--- src/rtl/cpu_pkg.sv ---
`default_nettype none
// ============================================================================
// Module      : cpu_pkg
// Description : Shared opcode, ALU-op and sequencer-state definitions for the
//               bus-based CPU control path.
// Revision    : 1.0 - initial release
// ============================================================================
package cpu_pkg;

    // Opcodes (instr[31:27])
    localparam logic [4:0] C_OP_LD   = 5'b00000;
    localparam logic [4:0] C_OP_LDI  = 5'b00001;
    localparam logic [4:0] C_OP_ST   = 5'b00010;
    localparam logic [4:0] C_OP_ADD  = 5'b00011;
    localparam logic [4:0] C_OP_SUB  = 5'b00100;
    localparam logic [4:0] C_OP_AND  = 5'b00101;
    localparam logic [4:0] C_OP_OR   = 5'b00110;
    localparam logic [4:0] C_OP_ADDI = 5'b01100;
    localparam logic [4:0] C_OP_ANDI = 5'b01101;
    localparam logic [4:0] C_OP_ORI  = 5'b01110;
    localparam logic [4:0] C_OP_BR   = 5'b10010;
    localparam logic [4:0] C_OP_JR   = 5'b10100;
    localparam logic [4:0] C_OP_NOP  = 5'b11010;
    localparam logic [4:0] C_OP_HALT = 5'b11011;

    // ALU operation codes
    localparam logic [3:0] C_ALU_ADD = 4'd0;
    localparam logic [3:0] C_ALU_SUB = 4'd1;
    localparam logic [3:0] C_ALU_AND = 4'd2;
    localparam logic [3:0] C_ALU_OR  = 4'd3;

    typedef enum logic [3:0] {
        RESET, T0, T1, T2, T3, T4, T5, T6, T7, HALT
    } state_t;

    // Instruction families sharing an execute sequence
    typedef enum logic [3:0] {
        CL_RTYPE, CL_IMM, CL_LDI, CL_LD, CL_ST, CL_BR, CL_JR, CL_NOP, CL_HALT
    } op_class_t;

    // Full strobe vector driven by the sequencer
    typedef struct packed {
        logic       run;
        logic [3:0] alu_op;
        logic       pc_out, mar_in, inc_pc, pc_in, mdr_in, mdr_out, ir_in;
        logic       y_in, z_in, zlo_out, c_out, con_in, mem_read, mem_write;
        logic       gra, grb, grc, r_in, r_out, ba_out;
    } ctrl_t;

    // Undefined opcodes fall into the nop family
    function automatic op_class_t classify(input logic [4:0] op);
        case (op)
            C_OP_ADD, C_OP_SUB, C_OP_AND, C_OP_OR: classify = CL_RTYPE;
            C_OP_ADDI, C_OP_ANDI, C_OP_ORI:        classify = CL_IMM;
            C_OP_LDI:                              classify = CL_LDI;
            C_OP_LD:                               classify = CL_LD;
            C_OP_ST:                               classify = CL_ST;
            C_OP_BR:                               classify = CL_BR;
            C_OP_JR:                               classify = CL_JR;
            C_OP_HALT:                             classify = CL_HALT;
            default:                               classify = CL_NOP;
        endcase
    endfunction

    function automatic logic [3:0] alu_sel(input logic [4:0] op);
        case (op)
            C_OP_SUB:            alu_sel = C_ALU_SUB;
            C_OP_AND, C_OP_ANDI: alu_sel = C_ALU_AND;
            C_OP_OR,  C_OP_ORI:  alu_sel = C_ALU_OR;
            default:             alu_sel = C_ALU_ADD;
        endcase
    endfunction

endpackage
`default_nettype wire

--- src/rtl/ctrl_decode.sv ---
`default_nettype none
// ============================================================================
// Module      : ctrl_decode
// Description : Moore output decode: current T-state + opcode -> strobes.
// Revision    : 1.0 - initial release
// ============================================================================
module ctrl_decode
    import cpu_pkg::*;
#(
    parameter int OPW = 5
) (
    input  state_t         i_state,
    input  logic [OPW-1:0] i_opcode,
    input  logic           i_con,
    output ctrl_t          o_ctrl
);

    op_class_t  w_class;
    logic [3:0] w_alu;

    assign w_class = classify(5'(i_opcode));
    assign w_alu   = alu_sel(5'(i_opcode));

    // Strobe decode; anything not named for a state stays 0, ALU defaults to ADD
    always_comb begin
        o_ctrl        = '0;
        o_ctrl.alu_op = C_ALU_ADD;
        o_ctrl.run    = (i_state != RESET) && (i_state != HALT);
        case (i_state)
            T0: begin
                o_ctrl.pc_out = 1'b1; o_ctrl.mar_in = 1'b1;
                o_ctrl.inc_pc = 1'b1; o_ctrl.z_in   = 1'b1;
            end
            T1: begin
                o_ctrl.zlo_out  = 1'b1; o_ctrl.pc_in  = 1'b1;
                o_ctrl.mem_read = 1'b1; o_ctrl.mdr_in = 1'b1;
            end
            T2: begin
                o_ctrl.mdr_out = 1'b1; o_ctrl.ir_in = 1'b1;
            end
            T3: begin
                case (w_class)
                    CL_RTYPE, CL_IMM: begin
                        o_ctrl.grb = 1'b1; o_ctrl.r_out = 1'b1; o_ctrl.y_in = 1'b1;
                    end
                    CL_LDI, CL_LD, CL_ST: begin
                        o_ctrl.grb = 1'b1; o_ctrl.ba_out = 1'b1; o_ctrl.y_in = 1'b1;
                    end
                    CL_BR: begin
                        o_ctrl.gra = 1'b1; o_ctrl.r_out = 1'b1; o_ctrl.con_in = 1'b1;
                    end
                    CL_JR: begin
                        o_ctrl.gra = 1'b1; o_ctrl.r_out = 1'b1; o_ctrl.pc_in = 1'b1;
                    end
                    default: ;
                endcase
            end
            T4: begin
                case (w_class)
                    CL_RTYPE: begin
                        o_ctrl.grc = 1'b1; o_ctrl.r_out = 1'b1;
                        o_ctrl.z_in = 1'b1; o_ctrl.alu_op = w_alu;
                    end
                    CL_IMM: begin
                        o_ctrl.c_out = 1'b1; o_ctrl.z_in = 1'b1; o_ctrl.alu_op = w_alu;
                    end
                    CL_LDI, CL_LD, CL_ST: begin
                        o_ctrl.c_out = 1'b1; o_ctrl.z_in = 1'b1;
                    end
                    CL_BR: begin
                        o_ctrl.pc_out = 1'b1; o_ctrl.y_in = 1'b1;
                    end
                    default: ;
                endcase
            end
            T5: begin
                case (w_class)
                    CL_RTYPE, CL_IMM, CL_LDI: begin
                        o_ctrl.zlo_out = 1'b1; o_ctrl.gra = 1'b1; o_ctrl.r_in = 1'b1;
                    end
                    CL_LD, CL_ST: begin
                        o_ctrl.zlo_out = 1'b1; o_ctrl.mar_in = 1'b1;
                    end
                    CL_BR: begin
                        o_ctrl.c_out = 1'b1; o_ctrl.z_in = 1'b1;
                    end
                    default: ;
                endcase
            end
            T6: begin
                case (w_class)
                    CL_LD: begin
                        o_ctrl.mem_read = 1'b1; o_ctrl.mdr_in = 1'b1;
                    end
                    CL_ST: begin
                        o_ctrl.gra = 1'b1; o_ctrl.r_out = 1'b1; o_ctrl.mdr_in = 1'b1;
                    end
                    CL_BR: begin
                        o_ctrl.zlo_out = 1'b1; o_ctrl.pc_in = i_con;
                    end
                    default: ;
                endcase
            end
            T7: begin
                case (w_class)
                    CL_LD: begin
                        o_ctrl.mdr_out = 1'b1; o_ctrl.gra = 1'b1; o_ctrl.r_in = 1'b1;
                    end
                    CL_ST:   o_ctrl.mem_write = 1'b1;
                    default: ;
                endcase
            end
            default: ;
        endcase
    end

endmodule
`default_nettype wire

--- src/rtl/ctrl_seq.sv ---
`default_nettype none
// ============================================================================
// Module      : ctrl_seq
// Description : Hardwired multi-cycle control sequencer (fetch/decode/execute
//               T-states, memory ready handshake, halt).
// Revision    : 1.0 - initial release
// ============================================================================
module ctrl_seq
    import cpu_pkg::*;
#(
    parameter int OPW  = 5,
    parameter int ALUW = 4
) (
    input  logic            clk,
    input  logic            clear_n,
    input  logic [31:0]     instr,
    input  logic            con,
    input  logic            mem_done,
    output logic            pc_out,
    output logic            mar_in,
    output logic            inc_pc,
    output logic            pc_in,
    output logic            mdr_in,
    output logic            mdr_out,
    output logic            ir_in,
    output logic            y_in,
    output logic            z_in,
    output logic            zlo_out,
    output logic            c_out,
    output logic            con_in,
    output logic            mem_read,
    output logic            mem_write,
    output logic            gra,
    output logic            grb,
    output logic            grc,
    output logic            r_in,
    output logic            r_out,
    output logic            ba_out,
    output logic [ALUW-1:0] alu_op,
    output logic            run
);

    state_t         r_state;
    state_t         w_next;
    op_class_t      w_class;
    logic [OPW-1:0] w_opcode;
    ctrl_t          w_ctrl;
    logic           w_unused_instr;

    // The IR holds the opcode steady for the whole execute phase
    assign w_opcode       = instr[31 -: OPW];
    assign w_class        = classify(5'(w_opcode));
    assign w_unused_instr = ^instr[31-OPW:0];

    // State register; clear_n drops the sequencer into RESET immediately
    always_ff @(posedge clk or negedge clear_n) begin
        if (!clear_n) r_state <= RESET;
        else          r_state <= w_next;
    end

    // Next-state: fixed step order per instruction family, memory waits on mem_done
    always_comb begin
        w_next = r_state;
        case (r_state)
            RESET: w_next = T0;
            T0:    w_next = T1;
            T1:    w_next = mem_done ? T2 : T1;
            T2:    w_next = T3;
            T3: begin
                case (w_class)
                    CL_HALT:       w_next = HALT;
                    CL_JR, CL_NOP: w_next = T0;
                    default:       w_next = T4;
                endcase
            end
            T4:    w_next = T5;
            T5:    w_next = (w_class inside {CL_LD, CL_ST, CL_BR}) ? T6 : T0;
            T6: begin
                case (w_class)
                    CL_LD:   w_next = mem_done ? T7 : T6;
                    CL_ST:   w_next = T7;
                    default: w_next = T0;
                endcase
            end
            T7:    w_next = (w_class == CL_ST && !mem_done) ? T7 : T0;
            HALT:  w_next = HALT;
            default: w_next = RESET;
        endcase
    end

    ctrl_decode #(.OPW(OPW)) u_decode (
        .i_state  (r_state),
        .i_opcode (w_opcode),
        .i_con    (con),
        .o_ctrl   (w_ctrl)
    );

    assign pc_out    = w_ctrl.pc_out;
    assign mar_in    = w_ctrl.mar_in;
    assign inc_pc    = w_ctrl.inc_pc;
    assign pc_in     = w_ctrl.pc_in;
    assign mdr_in    = w_ctrl.mdr_in;
    assign mdr_out   = w_ctrl.mdr_out;
    assign ir_in     = w_ctrl.ir_in;
    assign y_in      = w_ctrl.y_in;
    assign z_in      = w_ctrl.z_in;
    assign zlo_out   = w_ctrl.zlo_out;
    assign c_out     = w_ctrl.c_out;
    assign con_in    = w_ctrl.con_in;
    assign mem_read  = w_ctrl.mem_read;
    assign mem_write = w_ctrl.mem_write;
    assign gra       = w_ctrl.gra;
    assign grb       = w_ctrl.grb;
    assign grc       = w_ctrl.grc;
    assign r_in      = w_ctrl.r_in;
    assign r_out     = w_ctrl.r_out;
    assign ba_out    = w_ctrl.ba_out;
    assign alu_op    = ALUW'(w_ctrl.alu_op);
    assign run       = w_ctrl.run;

endmodule
`default_nettype wire
--- config.mk ---
export PLATFORM = sky130hd
export DESIGN_NAME = ctrl_seq
export DESIGN_NICKNAME = d
export VERILOG_FILES = /design/src/rtl/cpu_pkg.sv /design/src/rtl/ctrl_decode.sv /design/src/rtl/ctrl_seq.sv
export SDC_FILE = /design/constraint.sdc
export NUM_CORES = 1
export LEC_CHECK = 0
export CAP_MARGIN = 20
export CORE_AREA = 2 2 52 54
export DETAILED_ROUTE_END_ITERATION = 12
export DIE_AREA = 0 0 54 56
export GPL_TIMING_DRIVEN = 0
export HOLD_SLACK_MARGIN = 0.12
export MAX_ROUTING_LAYER = met4
export PLACE_DENSITY = 0.83
export SYNTH_ARGS = -nofsm -noshare
export SYNTH_HDL_FRONTEND = slang
export SYNTH_SLANG_ARGS = --single-unit
--- constraint.sdc ---
create_clock -name clk -period 3.4 [get_ports clk]
set_clock_uncertainty 0.05 [all_clocks]
set_input_delay 0.68 -clock clk [delete_from_list [all_inputs] [get_ports clk]]
set_output_delay 0.68 -clock clk [all_outputs]
set_load 0.05 [all_outputs]
==> results of run 1 <==
[routing by layer]
| metal | GRT usage, % | part of all wire, % | vias up |
|---|---|---|---|
| li1 | - | - | 542 |
| met1 | 28.3 | 41 | 531 |
| met2 | 32.2 | 48 | 63 |
| met3 | 2.69 | 8.0 | 12 |
| met4 | 8.21 | 3.1 | 0 |
| met5 | - | 0 | - |
[critical path: cells and delay by family]
kind,cells,cell delay [ns]
buf+inv,4,1.54
simple gates,1,0.12
compound gates,1,0.18
[how the worst min path moves through the flow]
stage	to	slack, ns	cells past startpoint
after floorplan	r_state[0]	0.33	0
after global placement	r_state[0]	0.73	3
after detailed placement	r_state[0]	0.73	3
after CTS	r_state[1]	0.60	1
after global routing	r_state[1]	0.60	1
final	r_state[3]	0.59	1
[logic make-up (layout without fill, tap and decap cells)]
family	count (synthesis)	count (layout)	share of synthesized area (%)
AND/OR/NAND/NOR	71	71	45.4
AO/OA/AOI/OAI	34	34	28.6
buffers and inverters	15	49	10.7
XOR/XNOR	4	4	3.88
flip-flops	4	4	11.1
other	1	2	0.416
[report_power, final]
group / switching, mW / leakage [nW] / internal, mW / total [mW]
combinational: 0.544 / 0.481 / 0.241 / 0.785
sequential: 0.0175 / 0.0503 / 0.0665 / 0.0840
clock: 0.0192 / 0.0138 / 0.0395 / 0.0587
total: 0.581 / 0.545 / 0.347 / 0.927
[cell usage in the layout, fill, tap and decap left out, types with 4 or more instances in the layout]
cell                              instances
sky130_fd_sc_hd__nand3_1                  4
sky130_fd_sc_hd__nand4_1                  4
sky130_fd_sc_hd__nor2_1                  16
sky130_fd_sc_hd__clkdlybuf4s50_1          9
sky130_fd_sc_hd__clkbuf_2                 5
sky130_fd_sc_hd__nand2b_1                 5
sky130_fd_sc_hd__nor2b_1                  5
sky130_fd_sc_hd__a21oi_1                  5
sky130_fd_sc_hd__nor3_1                   8
sky130_fd_sc_hd__dlygate4sd2_1           10
sky130_fd_sc_hd__buf_2                    8
sky130_fd_sc_hd__dfrtp_1                  4
sky130_fd_sc_hd__nand2_1                 11
[metrics by stage]
step           setup slack [ns]  power, mW  util (%)  instance area, sq um
4_1_cts                  0.0171      0.923      51.5                  1250
3_5_place_dp             -0.365      0.894      51.1                  1240
5_1_grt                  0.0254      0.992      51.2                  1240
6_report                  0.145      0.927      51.2                  1240
2_1_floorplan             0.177      0.670         -                   906
3_3_place_gp             -0.327      0.888      51.1                  1240
[cell type report]
type                       instances  area (sq um)
clock buffer                       3          22.5
timing repair buffer              31           279
buffer                            14          92.6
fill                             235          1190
multi-input combinational        111           709
sequential                         4           100
inverter                           1          3.75
tap                               30          37.5
[repair_timing]
action / CTS / global route
gates resized for setup: 29 / 15
buffers inserted: 0 / 1
pin swaps: 0 / 1
hold endpoints to repair: 0 / 0
setup endpoints to repair: 19 / 12
==> results.md, run 1 <==
- Setup repair after global routing left no endpoint under its margin.
- In this run the count of I/O pins placed on the die edge is 61.
- The top register by number of flip-flops is r_state.
- The register with the most flip-flops in the layout has 4 of them.
- The data arrival time at the worst-slack endpoint is 2.52 ns.
- The number of H-tree branching levels is 1.
- The worst-case IR drop observed on VDD is 0.619 mV.
- The post-route setup TNS is 0 ns.
- The total global-route track usage is 21.3%.
- Once the floorplan was initialized, standard cells occupied 37.1% of the core.
- The routability congestion estimate from global placement is 0.917.
- The final cell count without fillers is 194.
- The share of the clock period used by the worst path is 95.7%.
- The height of the die is 56 um.
- Setup violations remaining at the end of the flow were counted as 0.
- The total power density per cell area is 745 mW/mm^2.
- The synthesis-to-layout area growth is 38.0%.
- The post-layout minimum cycle time is 3.25 ns.
- The final hold slack is 0.593 ns.
- The most frequent cell on the critical path is sky130_fd_sc_hd__buf_2.
- TritonCTS built the clock tree.
- The worst setup path is captured at a primary output.
- The top cell type's share of synthesized area is 11.1%.
- The sum of overflow across all layers after global routing is 0.
- The number of buffers on the longest clock path is 2.
- The worst endpoint required time is 2.67 ns.
- The post-synthesis cell type count is 50.
- The clock insertion delay at the later pin of the skew report is 0.24 ns.
- The path type of the worst min-delay path is in2async.
- Synthesis handed over a netlist of 129 instances.
- The beginning of the critical path is instr[31].
- The number of antenna violations at the first check in global routing came to 0.
- Yosys mapped a number of flops with a built-in enable equal to 0.
- The most frequent cell after synthesis is sky130_fd_sc_hd__nor2_1.
- The synthesized flop and latch total is 4.
- The synthesized area is 902 sq um.
- The detail route stage leaves a number of antenna-violating nets equal to 0.
- The number of global-route vias before repair is 1,080.
- The number of placed cells counting well taps is 190.
- The startpoint identified for the worst register-to-register timing path is r_state[3].
- The clock transition at the registers of the reported paths is 0.04 ns.
- The first-pass iteration count of the detailed router is 4.
- Of all flip-flops after synthesis, the portion carrying an async set or reset was 100%.
- After clock tree synthesis, the flow added hold-fix buffers numbering 0.
- The analysis attributes to cell leakage a power of 0.545 nW.
- The worst-case register-to-register setup slack is 1.89 ns.
- The first global-routing pass estimated 4.89 mm of wire.
- After floorplanning, the core was divided into 18 placement rows.
- The final-report max-slew violation count is 0.
- Using the TritonRoute via totals, the vias-per-cell ratio works out to 5.92.
- The clock net in this run drives a total of 4 sinks.
- From left edge to right edge, the die measures 54 um.
- The total area inside the core boundary comes to 0.00243 sq mm.
- The detailed-route wire length is 2.89 mm.
- The capturing point of the worst reg2reg path is r_state[0].
- The largest individual stage delay along the critical path comes from the cell sky130_fd_sc_hd__dlygate4sd2_1.
- The die covers 0.00302 sq mm.
- The final hold violation count is 0.
- The total vias in the final route is 1,148.
- The average routed wire per standard cell is 14.9 um.
- Input and output buffers added on the ports amount to 30.
- The flow ran to the end, and the final reports show no timing, DRC or antenna violations.
- The fraction of layout cells with a size suffix above 1 is 21.3%.
- The placed wire-length estimate is 2.18 mm.
- The worst relative slew slack is 66.0%.
- STA classifies the critical path startpoint as an input pin.
- The number of violations reported at the end of detailed-routing iteration 0 is 53.
- sky130_fd_sc_hd__dfrtp_1 takes more of the synthesized area than any other cell.
- After detailed routing, the number of remaining DRC violations is 0.
- The dominant synthesized flop cell is sky130_fd_sc_hd__dfrtp_1.
- The number of cells on the worst reg-to-reg path is 4.
- Of the synthesized area, sequential elements account for 11.1%.
- The largest net degree at the start of global routing is 11.
- The worst-margin pin slew is 0.509 ns.
- Traced cell by cell, the critical path runs through clkdlybuf4s50_1 > buf_2 > buf_2 > nand3_1 > a21boi_0 > dlygate4sd2_1.
- Across the run, the number of max-cap violations was 0.
- The largest single stage delay on the critical path is 0.55 ns.
- The largest fanout on the critical path is 10.
- The cell sitting at the root of the clock tree is a sky130_fd_sc_hd__clkbuf_4.
- By area the synthesized netlist is led by sky130_fd_sc_hd__dfrtp_1, sky130_fd_sc_hd__nor2_1, sky130_fd_sc_hd__nand2_1, sky130_fd_sc_hd__buf_2, sky130_fd_sc_hd__nor3_1.
- The startpoint-to-endpoint class of the critical path is in2out.
- At the end of the flow, the number of nets in the layout was 202.
- Timing would allow up to 307 MHz.
- The largest registers in the layout are r_state (4).
- The repair_antennas step left the layout with diodes totalling 0.
- Buffers inserted during clock tree synthesis total 3.
- The capture point of the worst path is pc_out.
- During synthesis, Yosys emitted a total of 0 warnings.
- The mean instance size in the synthesized netlist is 6.99 sq um.
- By count the netlist is led by sky130_fd_sc_hd__nor2_1, sky130_fd_sc_hd__nand2_1, sky130_fd_sc_hd__buf_2, sky130_fd_sc_hd__nor3_1.
Power figures use the tool's default switching activity.
==> inputs of run 2 (changes only) <==
REMOVE_ABC_BUFFERS = 1   (was not set)
==> results.md, run 2 (synthesis gave the netlist of run 1 again) <==
- The flow ran to the end, and the final reports show no timing, DRC or antenna violations.
- The register with the most flip-flops in the layout has 4 of them.
- For this configuration, the core starts out at a cell density of 37.1%.
- For the worst flop-to-flop path, the logic depth is 4.
- The number of antenna diodes in the final layout is 0.
- The first global-routing pass estimated 4.08 mm of wire.
- The region available for standard cell placement spans 0.00243 sq mm.
- After global routing the overflow that remains totals 0.
- In the final layout, the registers with the most flip-flops are r_state (4).
- The synthesis-to-layout area growth is 30.0%.
- The total global-route track usage is 17.7%.
- The final hold violation count is 0.
- The average routed wire per standard cell is 14.2 um.
- The floorplan die width is 54 um.
- The most common cell after layout, fill and taps aside is sky130_fd_sc_hd__nor2_1.
- Routability-driven placement finished with a final weighted congestion of 0.871.
- The count of clock tree sinks is 4.
- Cells with a size suffix above 1 make up 12.0% of the layout.
- Across all setup checks in the final design, the least slack found is 0.110 ns.
- The first-pass iteration count of the detailed router is 4.
- STA puts the critical path data required time at 2.67 ns.
- The floorplan step set the die height to 56 um.
- The share of the clock period used by the worst path is 96.8%.
- The reg-to-reg critical path startpoint is r_state[3].
- The cell row count is 18.
- The placed wire-length estimate is 1.84 mm.
- The final cell utilization of the core is 48.2%.
- The via density per instance is 5.78.
- The final-report max-slew violation count is 0.
- The post-layout total power is 891 uW.
- Port buffering added 31 buffers.
- The highest cell delay on the worst timing path is 0.82 ns.
- After the flow finishes, the layout carries non-filler instances totaling 180.
- In this run the worst path has a maximum fanout of 10.
- Pin placement for this block handled 61 I/O pins.
- The total clock buffers created by CTS is 3.
- Once detail routing completed, the nets flagged for antenna violations numbered 0.
- The leakage power is 0.477 nW.
- Clock tree synthesis selected as its root buffer the cell sky130_fd_sc_hd__clkbuf_4.
- Among all stages on the critical path, the largest delay is contributed by sky130_fd_sc_hd__clkdlybuf4s50_1.
- The worst relative slew slack is 62.6%.
- The number of global-route vias before repair is 891.
- Ranked by flip-flop count, first place goes to r_state.
- STA classifies the critical path endpoint as a primary output.
- The startpoint-to-endpoint class of the critical path is in2out.
- The achievable clock frequency is 304 MHz.
- For this block, the routed nets add up to 2.56 mm of wire.
- Setup violations remaining at the end of the flow were counted as 0.
- The library cells used most frequently in the layout, excluding fill and tap cells, are sky130_fd_sc_hd__nor2_1, sky130_fd_sc_hd__dlygate4sd2_1, sky130_fd_sc_hd__nand2_1, sky130_fd_sc_hd__clkdlybuf4s50_1, sky130_fd_sc_hd__nor3_1.
- The worst-case vdd ir drop is 0.418 mV.
- After detailed placement, the total cell area comes to 0.00116 sq mm.
- Entering global routing, the biggest net connects 21 pins.
- After clock tree synthesis, the clock-pin slew on the worst setup and hold paths is 0.04 ns.
- The number of buffers on the longest clock path is 2.
- The signal on the critical path passes through dlygate4sd2_1 > nor3_4 > nand3_1 > nor2_1 > clkdlybuf4s50_1.
- The post-place setup slack is -0.610 ns.
- The clock insertion delay at the later pin of the skew report is 0.23 ns.
- The capturing point of the worst reg2reg path is r_state[3].
- The post-layout minimum cycle time is 3.29 ns.
- The tool flagged a number of max-cap violations equal to 0.
- The nature of the critical path startpoint is an input pin.
- The number of violations reported at the end of detailed-routing iteration 0 is 35.
- The die covers 0.00302 sq mm.
- The path type of the worst min-delay path is in2async.
- The final net count is 188.
- The worst-margin pin slew is 0.560 ns.
- The summed area of non-filler cells in the final layout is 0.00117 sq mm.
- The number of antenna violations at the first check in global routing is 0.
- The TritonCTS clock tree is yes.
- The number of placed cells counting well taps is 177.
- The total power density per cell area is 760 mW/mm^2.
- Setup repair after global routing left no endpoint under its margin.
- In the routed design, unresolved DRC markers number 0.
- The data arrival time at the worst-slack endpoint is 2.56 ns.
- The number of H-tree branching levels is 1.
- For this block, the via count after detailed routing is 1,040.
- The worst-case register-to-register setup slack is 1.67 ns.
## run 2: changes by cell type in the layout (fill, tap and decap cells not counted), moves of 2 or more
cell                              previous run  this run
sky130_fd_sc_hd__buf_6                       3         0
sky130_fd_sc_hd__buf_2                       8         0
sky130_fd_sc_hd__clkdlybuf4s50_1             9        11
sky130_fd_sc_hd__buf_4                       3         0
sky130_fd_sc_hd__dlygate4sd2_1              10        15
sky130_fd_sc_hd__clkbuf_2                    5         1
## run 2: worst max-delay path, delay by kind of cell
family | cells | cell delay [ns]
buf+inv | 2 | 1.21
simple gates | 3 | 0.67
## run 2: metrics by stage
| step | TNS (ns) | hold WS, ns |
|---|---|---|
| finish | 0 | 0.590 |
| floorplan | 0 | 0.334 |
| detailed placement | -8.39 | 0.765 |
| global placement | -7.93 | 0.754 |
| CTS | 0 | 0.591 |
| global route | 0 | 0.601 |
## run 2: final cells by class
type                    count  area [sq um]
well taps                  30          37.5
fillers                   252          1260
flip-flops and latches      4           101
repair buffers             31           293
clock buffers               3          22.5
multi-input cells         111           714
inverters                   1          3.75
## run 2: metal layers
| metal | GRT usage, % | wire length, um |
|---|---|---|
| met1 | 24.6 | 1150 |
| met2 | 26.0 | 1230 |
| met3 | 2.69 | 174 |
| met4 | 5.71 | 11 |
| met5 | - | 0 |
## run 2: how the worst max path moves through the flow
stage                    start       to  cells after the start
floorplan           r_state[0]   mar_in                      3
global placement     instr[29]  zlo_out                      6
detailed placement   instr[29]  zlo_out                      6
CTS                 r_state[3]      grb                      4
global route         instr[27]   con_in                      5
finish               instr[27]   con_in                      5
## run 2: power by group
part	leakage [nW]	internal, mW	switching (mW)
clock	0.0138	0.0394	0.0189
combinational	0.414	0.219	0.460
sequential	0.0493	0.0666	0.0869
total	0.477	0.325	0.566
## run 2: timing repair
item	CTS	global route
hold buffers	0	0
gates resized for setup	26	5
setup endpoints to repair	20	3
buffers inserted	0	0
